**src/rtl/otter_mem_port_arbiter.sv**
```systemverilog
// ---------------------------------------------------------------------------
// otter_mem_port_arbiter
//
// Shares one variable-latency memory port between the OTTER pipeline's
// instruction-fetch requester (IF) and its MEM-stage data requester (D).
// Only one access is in flight at a time. A watchdog aborts an access the
// memory never acknowledges. An aborted access returns ERR_DATA and sets a
// sticky error flag. Every output is driven straight from a flop.
//
// State sequence: IDLE -> BUSY -> RESP -> (BUSY | IDLE)
//
// Build option:
//   OTTER_ARB_RR_EN  undefined : fixed priority. D wins a tie over IF.
//   OTTER_ARB_RR_EN  defined   : round-robin. A tie goes to the requester
//                                that was not served last.
//
// Parameters:
//   ADDR_W    address width of all address ports
//   DATA_W    data width of all data ports
//   TIMEOUT   maximum BUSY cycles without m_ack_i before an abort
//             (0 disables the watchdog)
//   ERR_DATA  read data returned by an aborted access
//
// Ports:
//   clk_i        clock, rising edge
//   rst_ni       asynchronous active-low reset
//   if_req_i     fetch request, held with if_addr_i until if_ack_o
//   if_addr_i    fetch address
//   if_rdata_o   fetched word, valid while if_ack_o=1
//   if_ack_o     one-cycle completion pulse to IF
//   d_req_i      data request, held with d_* until d_ack_o
//   d_we_i       1 = store, 0 = load
//   d_addr_i     data address
//   d_wdata_i    store data
//   d_size_i     00 byte, 01 half, 10 word
//   d_rdata_o    load data, valid while d_ack_o=1
//   d_ack_o      one-cycle completion pulse to D
//   m_req_o      memory request, held until m_ack_i or abort
//   m_we_o       memory write enable
//   m_addr_o     memory address
//   m_wdata_o    memory write data
//   m_size_o     memory access size (always 10 for IF)
//   m_rdata_i    memory read data, sampled when m_ack_i=1
//   m_ack_i      memory completion; may arrive in the first m_req_o cycle
//   busy_o       high whenever the arbiter is not idle
//   err_o        sticky watchdog-abort flag, cleared only by reset
// ---------------------------------------------------------------------------
module otter_mem_port_arbiter #(
    parameter int                 ADDR_W   = 32,
    parameter int                 DATA_W   = 32,
    parameter int                 TIMEOUT  = 15,
    parameter logic [DATA_W-1:0]  ERR_DATA = 32'hDEAD_BEEF
) (
    input  logic              clk_i,
    input  logic              rst_ni,
    input  logic              if_req_i,
    input  logic [ADDR_W-1:0] if_addr_i,
    output logic [DATA_W-1:0] if_rdata_o,
    output logic              if_ack_o,
    input  logic              d_req_i,
    input  logic              d_we_i,
    input  logic [ADDR_W-1:0] d_addr_i,
    input  logic [DATA_W-1:0] d_wdata_i,
    input  logic [1:0]        d_size_i,
    output logic [DATA_W-1:0] d_rdata_o,
    output logic              d_ack_o,
    output logic              m_req_o,
    output logic              m_we_o,
    output logic [ADDR_W-1:0] m_addr_o,
    output logic [DATA_W-1:0] m_wdata_o,
    output logic [1:0]        m_size_o,
    input  logic [DATA_W-1:0] m_rdata_i,
    input  logic              m_ack_i,
    output logic              busy_o,
    output logic              err_o
);

    typedef enum logic [1:0] {
        ST_IDLE = 2'b00,
        ST_BUSY = 2'b01,
        ST_RESP = 2'b10
    } state_e;

    // The timer only has to reach TIMEOUT-1.
    localparam int TW = (TIMEOUT > 1) ? $clog2(TIMEOUT) : 1;
    localparam logic [TW-1:0] TIMER_LAST = TW'((TIMEOUT > 0) ? (TIMEOUT - 1) : 0);

    state_e             state_q;
    logic               owner_d_q;     // 1: the access in flight belongs to D
    logic [TW-1:0]      timer_q;
    logic               m_req_q;
    logic               m_we_q;
    logic [ADDR_W-1:0]  m_addr_q;
    logic [DATA_W-1:0]  m_wdata_q;
    logic [1:0]         m_size_q;
    logic [DATA_W-1:0]  if_rdata_q;
    logic               if_ack_q;
    logic [DATA_W-1:0]  d_rdata_q;
    logic               d_ack_q;
    logic               busy_q;
    logic               err_q;
`ifdef OTTER_ARB_RR_EN
    logic               rr_ptr_d_q;    // 1: D is preferred on the next tie
`endif

    logic               tie_pick_d_s;
    logic               grant_s;
    logic               grant_d_s;
    logic               sel_we_s;
    logic [ADDR_W-1:0]  sel_addr_s;
    logic [DATA_W-1:0]  sel_wdata_s;
    logic [1:0]         sel_size_s;
    logic               timeout_s;
    logic [DATA_W-1:0]  resp_data_s;

    // Winner of a simultaneous request from IDLE.
    always_comb begin
`ifdef OTTER_ARB_RR_EN
        tie_pick_d_s = rr_ptr_d_q;
`else
        tie_pick_d_s = 1'b1;
`endif
    end

    // Grant decision. In RESP only the requester that was not just served
    // can win, so the pipeline gets a back-to-back handover without an IDLE bubble.
    always_comb begin
        grant_s   = 1'b0;
        grant_d_s = 1'b0;
        case (state_q)
            ST_IDLE: begin
                if (d_req_i && if_req_i) begin
                    grant_s   = 1'b1;
                    grant_d_s = tie_pick_d_s;
                end else if (d_req_i) begin
                    grant_s   = 1'b1;
                    grant_d_s = 1'b1;
                end else if (if_req_i) begin
                    grant_s   = 1'b1;
                    grant_d_s = 1'b0;
                end else begin
                    grant_s   = 1'b0;
                    grant_d_s = 1'b0;
                end
            end
            ST_RESP: begin
                if (owner_d_q) begin
                    grant_s   = if_req_i;
                    grant_d_s = 1'b0;
                end else begin
                    grant_s   = d_req_i;
                    grant_d_s = 1'b1;
                end
            end
            default: begin
                grant_s   = 1'b0;
                grant_d_s = 1'b0;
            end
        endcase
    end

    // Memory-side fields of the granted requester. A fetch is always a word read.
    always_comb begin
        if (grant_d_s) begin
            sel_we_s    = d_we_i;
            sel_addr_s  = d_addr_i;
            sel_wdata_s = d_wdata_i;
            sel_size_s  = d_size_i;
        end else begin
            sel_we_s    = 1'b0;
            sel_addr_s  = if_addr_i;
            sel_wdata_s = {DATA_W{1'b0}};
            sel_size_s  = 2'b10;
        end
    end

    // The watchdog fires in the last allowed BUSY cycle. An m_ack_i in that
    // same cycle still wins.
    assign timeout_s   = (TIMEOUT != 0) && (timer_q == TIMER_LAST);
    assign resp_data_s = m_ack_i ? m_rdata_i : ERR_DATA;

    // Arbiter FSM with all outputs registered.
    always_ff @(posedge clk_i or negedge rst_ni) begin
        if (!rst_ni) begin
            state_q    <= ST_IDLE;
            owner_d_q  <= 1'b0;
            timer_q    <= {TW{1'b0}};
            m_req_q    <= 1'b0;
            m_we_q     <= 1'b0;
            m_addr_q   <= {ADDR_W{1'b0}};
            m_wdata_q  <= {DATA_W{1'b0}};
            m_size_q   <= 2'b00;
            if_rdata_q <= {DATA_W{1'b0}};
            if_ack_q   <= 1'b0;
            d_rdata_q  <= {DATA_W{1'b0}};
            d_ack_q    <= 1'b0;
            busy_q     <= 1'b0;
            err_q      <= 1'b0;
`ifdef OTTER_ARB_RR_EN
            rr_ptr_d_q <= 1'b1;
`endif
        end else begin
            if_ack_q <= 1'b0;
            d_ack_q  <= 1'b0;
            case (state_q)
                ST_IDLE: begin
                    if (grant_s) begin
                        state_q   <= ST_BUSY;
                        busy_q    <= 1'b1;
                        owner_d_q <= grant_d_s;
                        timer_q   <= {TW{1'b0}};
                        m_req_q   <= 1'b1;
                        m_we_q    <= sel_we_s;
                        m_addr_q  <= sel_addr_s;
                        m_wdata_q <= sel_wdata_s;
                        m_size_q  <= sel_size_s;
                    end
                end
                ST_BUSY: begin
                    timer_q <= timer_q + TW'(1);
                    if (m_ack_i || timeout_s) begin
                        state_q <= ST_RESP;
                        m_req_q <= 1'b0;
                        if (owner_d_q) begin
                            d_rdata_q <= resp_data_s;
                            d_ack_q   <= 1'b1;
                        end else begin
                            if_rdata_q <= resp_data_s;
                            if_ack_q   <= 1'b1;
                        end
                        if (!m_ack_i) begin
                            err_q <= 1'b1;
                        end
                    end
                end
                ST_RESP: begin
`ifdef OTTER_ARB_RR_EN
                    rr_ptr_d_q <= ~owner_d_q;
`endif
                    if (grant_s) begin
                        state_q   <= ST_BUSY;
                        owner_d_q <= grant_d_s;
                        timer_q   <= {TW{1'b0}};
                        m_req_q   <= 1'b1;
                        m_we_q    <= sel_we_s;
                        m_addr_q  <= sel_addr_s;
                        m_wdata_q <= sel_wdata_s;
                        m_size_q  <= sel_size_s;
                    end else begin
                        state_q <= ST_IDLE;
                        busy_q  <= 1'b0;
                    end
                end
                default: begin
                    state_q <= ST_IDLE;
                    busy_q  <= 1'b0;
                    m_req_q <= 1'b0;
                end
            endcase
        end
    end

    assign if_rdata_o = if_rdata_q;
    assign if_ack_o   = if_ack_q;
    assign d_rdata_o  = d_rdata_q;
    assign d_ack_o    = d_ack_q;
    assign m_req_o    = m_req_q;
    assign m_we_o     = m_we_q;
    assign m_addr_o   = m_addr_q;
    assign m_wdata_o  = m_wdata_q;
    assign m_size_o   = m_size_q;
    assign busy_o     = busy_q;
    assign err_o      = err_q;

endmodule

```
**config.mk**
```make
export PLATFORM = sky130hd
export DESIGN_NAME = otter_mem_port_arbiter
export DESIGN_NICKNAME = d
export VERILOG_FILES = /design/src/rtl/otter_mem_port_arbiter.sv
export SDC_FILE = /design/constraint.sdc
export NUM_CORES = 1
export LEC_CHECK = 0
export ABC_AREA = 1
export CAP_MARGIN = 20
export CORE_MARGIN = 1
export CORE_UTILIZATION = 25
export CTS_CLUSTER_DIAMETER = 30
export DETAILED_ROUTE_END_ITERATION = 10
export PLACE_DENSITY = 0.54
export SLEW_MARGIN = 15
export SYNTH_ARGS = -nofsm -noshare
export SYNTH_HDL_FRONTEND = slang
export SYNTH_SLANG_ARGS = --single-unit
```
**constraint.sdc**
```tcl
create_clock -name clk_i -period 1.26 [get_ports clk_i]
set_input_delay 0.252 -clock clk_i [delete_from_list [all_inputs] [get_ports clk_i]]
set_output_delay 0.252 -clock clk_i [all_outputs]
set_load 0.01 [all_outputs]
```
* After elaboration in Yosys (flattened, before gate mapping) *
Index checks and enable logic that the tools add are counted.

word-level totals
  output and inout port bits = 136
  input port bits = 136
  register bits after elaboration = 143
  logic and storage cells = 68

operators by class
  reductions and logical operators = 13
  bitwise gates (word level) = 3
  equal/unequal tests = 7
  $add $sub $neg = 1
  mux-type cells = 30

operators with widths
  cell                 count
  $mux 32              3
  $mux 1               17
  $reduce_and 3->1     4
  $pmux 4 s2           1
  $reduce_and 2->1     4
  $mux 2               3
  $ne 2x2->1 const B   3
  $pmux 1 s2           3
  $pmux 2 s3           1
  $add 4x1->4 const B  1
  $eq 4x4->1 const B   1
  $mux 4               1
  $not 1->1            3
  $pmux 1 s3           1
  $eq 2x1->1 const B   1
  $eq 2x2->1 const B   1
  $logic_not 2->1      1
  $ne 2x1->1 const B   1
  $reduce_bool 2->1    1
  $reduce_or 2->1      1
  $logic_and 1x1->1    1
  $logic_or 1x1->1     1

* Depth between registers and ports, before layout *
Gate-level depths: netlist of run 1.

  word-level depth = 6
  depth in mapped cells = 9
  mapped depth without buffers = 9

* Least setup slack after synthesis of run 1 *
No wires, ideal clock.

  path kind = register to register
  from = register timer_q[0]
  to = register if_rdata_q[10], in the netlist if_rdata_o[10]
  path buffers = 2
  stages on the path, launching flop included = 10
  data arrival time = 1.275 ns
  period minus slack after synthesis = 1.398 ns
  required time = 1.137 ns
  setup time = 0.123 ns
  path slack = -0.138 ns
  cells stage by stage = dfrtp_1 -> inv_1 -> ha_1 -> nand3_1 -> nand2_1 -> nand3_2 -> buf_6 -> buf_2 -> nand2_1 -> o21ai_1

between the ends
  cells in the longest elaborated chain, start to end = 3

ends and longest elaborated chain
  what                        line  text
  from (decl)                 90    logic [TW-1:0] timer_q;
  from (signal assigned)      187   timer_q <= {TW{1'b0}};
  from (signal assigned)      211   timer_q <= {TW{1'b0}};
  from (signal assigned)      220   timer_q <= timer_q + TW'(1);
  $eq 4x4->1                  179   assign timeout_s = (TIMEOUT != 0) && (timer_q == TIMER_LAST);
  $logic_or 1x1->1            221   if (m_ack_i || timeout_s) begin
  $reduce_and 3->1 (no line)  -
  to (signal assigned)        193   if_rdata_q <= {DATA_W{1'b0}};
  to (signal assigned)        228   if_rdata_q <= resp_data_s;
  to (decl)                   96    logic [DATA_W-1:0] if_rdata_q;

Every way passes these cells.
A chain may end at the register's enable or synchronous reset.

* Final worst setup path of run 1 *
  from = register owner_d_q
  to = register if_rdata_q[14], in the netlist if_rdata_o[14]

between the ends
  cells in the longest elaborated chain, start to end = 2

ends and longest elaborated chain
  what                        line  text
  from (decl)                 89    logic owner_d_q;
  from (signal assigned)      210   owner_d_q <= grant_d_s;
  from (signal assigned)      242   owner_d_q <= grant_d_s;
  $not 1->1 (no line)         -
  $reduce_and 3->1 (no line)  -

Every way passes these cells.

==> results of run 1 <==
## worst reg2reg max path, stage by stage, from the launching register on
cell	delay, ps
dfrtp_1	430
inv_2	130
buf_4	120
buf_4	120
nand3_4	100
buf_12	160
clkbuf_16	160
nand2_1	50
o21ai_1	50
## cell usage after synthesis
| library cell | count |
|---|---|
| nand3_1 | 202 |
| nand2_1 | 161 |
| dfrtp_1 | 143 |
| inv_1 | 70 |
| o21ai_1 | 56 |
| nor2_1 | 31 |
| buf_2 | 19 |
| buf_4 | 17 |
| buf_6 | 12 |
| o21ai_0 | 10 |
| clkbuf_1 | 7 |
| inv_2 | 3 |
| ha_1 | 2 |
| nand2_2 | 2 |
| nand3_2 | 2 |
| nand4_1 | 2 |
| a31o_2 | 1 |
| inv_4 | 1 |
| nand3b_1 | 1 |
| nor2_4 | 1 |
| o21ai_2 | 1 |
| or2_2 | 1 |
| xor2_1 | 1 |
## per-stage QoR
stage / hold WS, ps / worst slack, ps / utilization [%] / area (µm²) / total power [mW]
6_report: 332 / -167 / 46.0 / 11600 / 28.3
5_1_grt: 347 / -217 / 46.0 / 11600 / 30.2
4_1_cts: 322 / -136 / 42.6 / 10700 / 26.4
3_5_place_dp: 186 / -453 / 39.2 / 9860 / 20.6
3_3_place_gp: 182 / -433 / 39.2 / 9860 / 20.5
2_1_floorplan: -43.6 / -95.6 / - / 6450 / 13.6
## path summary, 6_finish.rpt
path	to	cells past startpoint	slack, ps
worst max-delay path	if_rdata_o[14]$_DFFE_PN0P_	8	-170
worst min-delay path	d_rdata_o[21]$_DFFE_PN0P_	2	330
worst max register to register	if_rdata_o[14]$_DFFE_PN0P_	8	-170
worst min register to register	err_o$_DFFE_PN0P_	1	480
max in group asynchronous	d_rdata_o[28]$_DFFE_PN0P_	3	440
min in group clk_i	m_wdata_o[3]$_DFFE_PN0P_	3	390
## registers in the layout, indices dropped and copies added, names as in the netlist
| name | count |
|---|---|
| err_o | 1 |
| d_ack_o | 1 |
| m_we_o | 1 |
| if_rdata_o | 32 |
| m_addr_o | 32 |
| busy_o | 1 |
| state_q | 2 |
| owner_d_q | 1 |
| m_size_o | 2 |
| if_ack_o | 1 |
| d_rdata_o | 32 |
| m_wdata_o | 32 |
| m_req_o | 1 |
| timer_q | 4 |
## where the power goes
part,leakage [nW],internal (mW),switching (mW)
Combinational,3.71,6.84,7.66
Sequential,1.80,6.85,1.38
Clock,0.305,3.53,2.08
Total,5.81,17.2,11.1
## cells by family (layout without fill, tap and decap cells)
family,after synthesis,in the layout,share of synthesized area [%]
compound gates,68,68,5.41
xor+xnor,1,1,0.136
fa+ha+maj,2,2,0.389
buf+inv,129,480,10.3
flops,143,143,55.7
simple gates,403,404,28.0
## metal layers
metal	GRT usage, %	routed length [µm]
met2	27.7	11200
met1	22.7	10300
met4	6.86	484
met5	0	0
met3	5.34	1990
## area by class of cell
type / instances / area, µm² / area share [%]
multi-input combinational: 475 / 3050 / 26.3
inverter: 74 / 293 / 2.53
tap: 330 / 413 / 3.56
clock buffer: 19 / 433 / 3.73
sequential: 143 / 3580 / 30.9
clock inverter: 12 / 209 / 1.80
timing repair buffer: 375 / 3620 / 31.2
## timing repair
item	4_1_cts	5_1_grt
pin swaps	13	49
setup endpoints to repair	273	147
gates resized for setup	647	139
setup buffers	19	8
endpoints found under the hold margin	24	0
hold buffers	1	0
gates cloned	12	9
==> reports/metrics.yaml, run 1 <==
status: "finished with violations"
violations: "setup timing"
antenna_found_initial: 0
grt_max_degree: 41
p_per_area_nw_per_um2: 2450
port_buffers: 271
clock.fmax_ghz: 0.701
timing.final.ws_setup_ps: -167
grt_pass1_wl_mm: 35.9
rsz0062_at_grt: "yes"
critical_path_class: "register to register"
start_util_pct: 25.5
yosys_warnings: 0
fill_cells: 2409
final.min_clock_period_ps: 1430
slew_violations: 0
rows: 58
grt_util_all_layers_pct: 17.7
drc_errors: 0
cp.required_ps: 1560
fin_skew_ps: 7.00
grt_pass1_vias: 6485
die_width_um: 162
cpMostUsedCell: "buf_4"
hold_viol_final: 0
slowest_delay_ps: 430
design.core.area_um2: 25200
tns_ps: -14760
first_pass_iters: 5
ys_ff_latch: 143
post-route-period-util_pct: 113
numCtsBuffers: 17
cp_max_fo: 8
boundaryPins: 272
vias: 6463
gp_congestion: 0.911
ant_nets: 0
htree_levels: 4
cts.sinks: 143
wl_per_cell_um: 16.8
startpoint: "owner_d_q$_DFFE_PN0P_"
clk_latency_ps: 420
cts_tree: "built"
die_area_um2: 26300
postSynthAreaPerCell_um2: 8.61
overflow: 0
cap_violations: 0
cp_data_arrival_time_ps: 1730
setup_violations: 142
maxSlewHeadroom_pct: 72.1
synth_top_area_share_pct: 55.7
syn-num-nets: 884
power_leakage_nw: 5.81
tightest_slew_ps: 417
synthToLayoutAreaGrowth_pct: 80.4
dieHeight_um: 162
drt_iter0_drc: 367
r2r_start: "owner_d_q$_DFFE_PN0P_"
final_cells: 1428
hp-class: "input port to async pin"
start_kind: "register"
root_buffer: "clkbuf_16"
slowest_stage: "dfrtp_1"
path_clk_slew_ps: 60
vias_per_cell: 4.53
syn_area_um2: 6430
dp.cells: 1349
syn_inst: 746
final_common_cell: "dfrtp_1"
mostFrequentLayoutCells: "dfrtp_1, nand2_1, clkdlybuf4s50_1, buf_2, nand3_1"
path_cells: "inv_2, buf_4, buf_4, nand3_4, buf_12, clkbuf_16, nand2_1, o21ai_1"
yosysSeqAreaShare_pct: 55.7
cp_num_buf_inv: 5
crit_path_end_kind: "register"
yosys.cell_types.count: 23
hpwl_mm: 14.9
synth.largest_area_cell: "dfrtp_1"
wl_mm: 23.9
cp_top_family: "buffers and inverters"
nNetsFinal: 1224
drive_above_1_share_pct: 38.8
ir_worst_vdd_uv: 887
synth_area_leaders: "dfrtp_1, nand3_1, nand2_1"
antenna_cells: 0
clockBufferDepth: 2
Note: power is estimated with default switching activity, not from simulation.
==> run 2, diff against run 1 <==
--- a/config.mk
+++ b/config.mk
@@ -7,11 +7,13 @@
 export LEC_CHECK = 0
 export ABC_AREA = 1
 export CAP_MARGIN = 20
+export CELL_PAD_IN_SITES_DETAIL_PLACEMENT = 0
+export CELL_PAD_IN_SITES_GLOBAL_PLACEMENT = 1
 export CORE_MARGIN = 1
 export CORE_UTILIZATION = 25
 export CTS_CLUSTER_DIAMETER = 30
 export DETAILED_ROUTE_END_ITERATION = 10
-export PLACE_DENSITY = 0.54
+export PLACE_DENSITY = 0.68
 export SLEW_MARGIN = 15
 export SYNTH_ARGS = -nofsm -noshare
 export SYNTH_HDL_FRONTEND = slang
==> constraint.sdc (replaced) <==
create_clock -name clk_i -period 1.5 [get_ports clk_i]
set_input_delay 0.3 -clock clk_i [delete_from_list [all_inputs] [get_ports clk_i]]
set_output_delay 0.3 -clock clk_i [all_outputs]
set_load 0.01 [all_outputs]
==> run 2 against run 1 <==
The run now ends clean. Sequential share of layout area rose by 3.9 points. Cell count fell by 3.4%. Register-to-register slack improved by 220 ps. Combinational power fell by 35%. Global-route usage fell by 1.3 points. Die area did not move. Design area fell by 11%. Core utilization fell by 5.1 points. Clock power fell by 28%. Via count fell by 4.6%. Largest power group unchanged.
==> reports/metrics.yaml, run 2 (synthesis gave the netlist of run 1 again) <==
start_kind: "register"
root_buffer: "clkbuf_16"
grt_util_all_layers_pct: 16.4
r2r-end: "if_rdata_o[5]$_DFFE_PN0P_"
power_leakage_nw: 5.38
hold_viol_final: 0
fill_cells: 2585
vias_per_cell: 4.47
p_per_area_nw_per_um2: 1950
place_area_um2: 9630
rows: 58
synthToLayoutAreaGrowth_pct: 60.4
ant_nets: 0
clockBufferDepth: 2
slew_violations: 0
grt_max_degree: 66
gp_congestion: 0.787
final_common_cell: "nand3_1"
fin_total_pwr_mw: 20.2
start_util_pct: 25.5
dp_worst_setup_slack_ps: -263
numCtsBuffers: 17
cts.sinks: 143
cp.required_ps: 1800
drive_above_1_share_pct: 10.8
antenna_cells: 0
wl_mm: 22.4
maxSlewHeadroom_pct: 75.0
r2r_start: "timer_q[0]$_DFFE_PN0P_"
htree_levels: 4
die_width_um: 162
hpwl_mm: 14.8
startpoint: "timer_q[0]$_DFFE_PN0P_"
setup_violations: 0
final_cells: 1379
clk_latency_ps: 420
ir_worst_vdd_uv: 723
cp_data_arrival_time_ps: 1740
vias: 6163
hp-class: "input port to async pin"
clock.fmax_ghz: 0.693
first_pass_iters: 6
design.core.area_um2: 25200
overflow: 0
crit_end: "if_rdata_o[5]$_DFFE_PN0P_"
port_buffers: 271
nNetsFinal: 1174
post-route-period-util_pct: 96.1
wl_per_cell_um: 16.2
cp_max_fo: 9
design_area_um2: 10300
antenna_found_initial: 0
mostFrequentLayoutCells: "nand3_1, nand2_1, dfrtp_1, dlygate4sd2_1, clkdlybuf4s50_1"
grt_pass1_wl_mm: 33.6
grt_pass1_vias: 6090
critical_path_class: "register to register"
tightest_slew_ps: 375
r2r_setup_slack_ps: 60
timing.final.ws_setup_ps: 57.8
dp.cells: 1334
drt_iter0_drc: 310
status: "finished, final reports clean"
final.min_clock_period_ps: 1440
drc_errors: 0
r2r_cells: 9
path_clk_slew_ps: 70
cap_violations: 0
boundaryPins: 272
crit_path_end_kind: "register"
dieHeight_um: 162
fin_skew_ps: 15.3
die_area_um2: 26300
cts_tree: "built"
run 2: area by class of cell:
cell class / instances / area [µm²] / share of cell area (%)
Tap cell: 330 / 413 / 4.00
Clock buffer: 17 / 425 / 4.13
Multi-Input combinational cell: 474 / 2260 / 22.0
Clock inverter: 15 / 124 / 1.20
Inverter: 74 / 280 / 2.72
Timing Repair Buffer: 326 / 3220 / 31.3
Sequential cell: 143 / 3580 / 34.7
run 2: how the worst min path moves through the flow:
stage	to	slack, ps	cells after the start
6_report	if_rdata_o[29]$_DFFE_PN0P_	250	2
5_1_grt	if_rdata_o[14]$_DFFE_PN0P_	230	2
4_1_cts	if_rdata_o[29]$_DFFE_PN0P_	240	2
3_5_place_dp	if_rdata_o[29]$_DFFE_PN0P_	120	1
3_3_place_gp	if_rdata_o[29]$_DFFE_PN0P_	120	1
2_1_floorplan	busy_o$_DFFE_PN0P_	4	0
run 2: report_power, final:
group | switching (mW) | leakage, nW | internal (mW)
Sequential | 1.01 | 1.80 | 5.75
Clock | 1.87 | 0.261 | 2.16
Combinational | 5.12 | 3.31 | 4.25
run 2: routing by layer:
layer,part of all wire [%],vias up,global-route usage [%]
met1,44,2888,21.4
met2,45,246,25.1
met5,0,-,0
met4,1.2,0,4.55
li1,-,3014,-
met3,9.2,15,6.23
run 2: timing repair:
item | CTS | global route
endpoints found under the setup margin | 180 | 118
resized for setup | 137 | 28
hold buffers | 1 | 0
endpoints found under the hold margin | 143 | 0
cloned | 0 | 9
pin swaps | 0 | 2
setup buffers | 0 | 3
run 2: through the flow:
step / hold WS [ps] / setup TNS (ps) / utilization, %
2_1_floorplan: 4.41 / 0 / -
3_3_place_gp: 123 / -22120 / 38.2
3_5_place_dp: 125 / -24930 / 38.2
4_1_cts: 235 / 0 / 39.8
5_1_grt: 234 / -2.12 / 40.9
6_report: 247 / 0 / 40.9
run 2: worst max-delay path, stage by stage, from the launching register on:
cell,delay (ps)
dfrtp_1,390
inv_2,90
ha_4,140
nand3_4,80
nand2_4,110
nand3_4,80
buf_12,160
clkbuf_16,170
nand2_1,60
o21ai_1,50
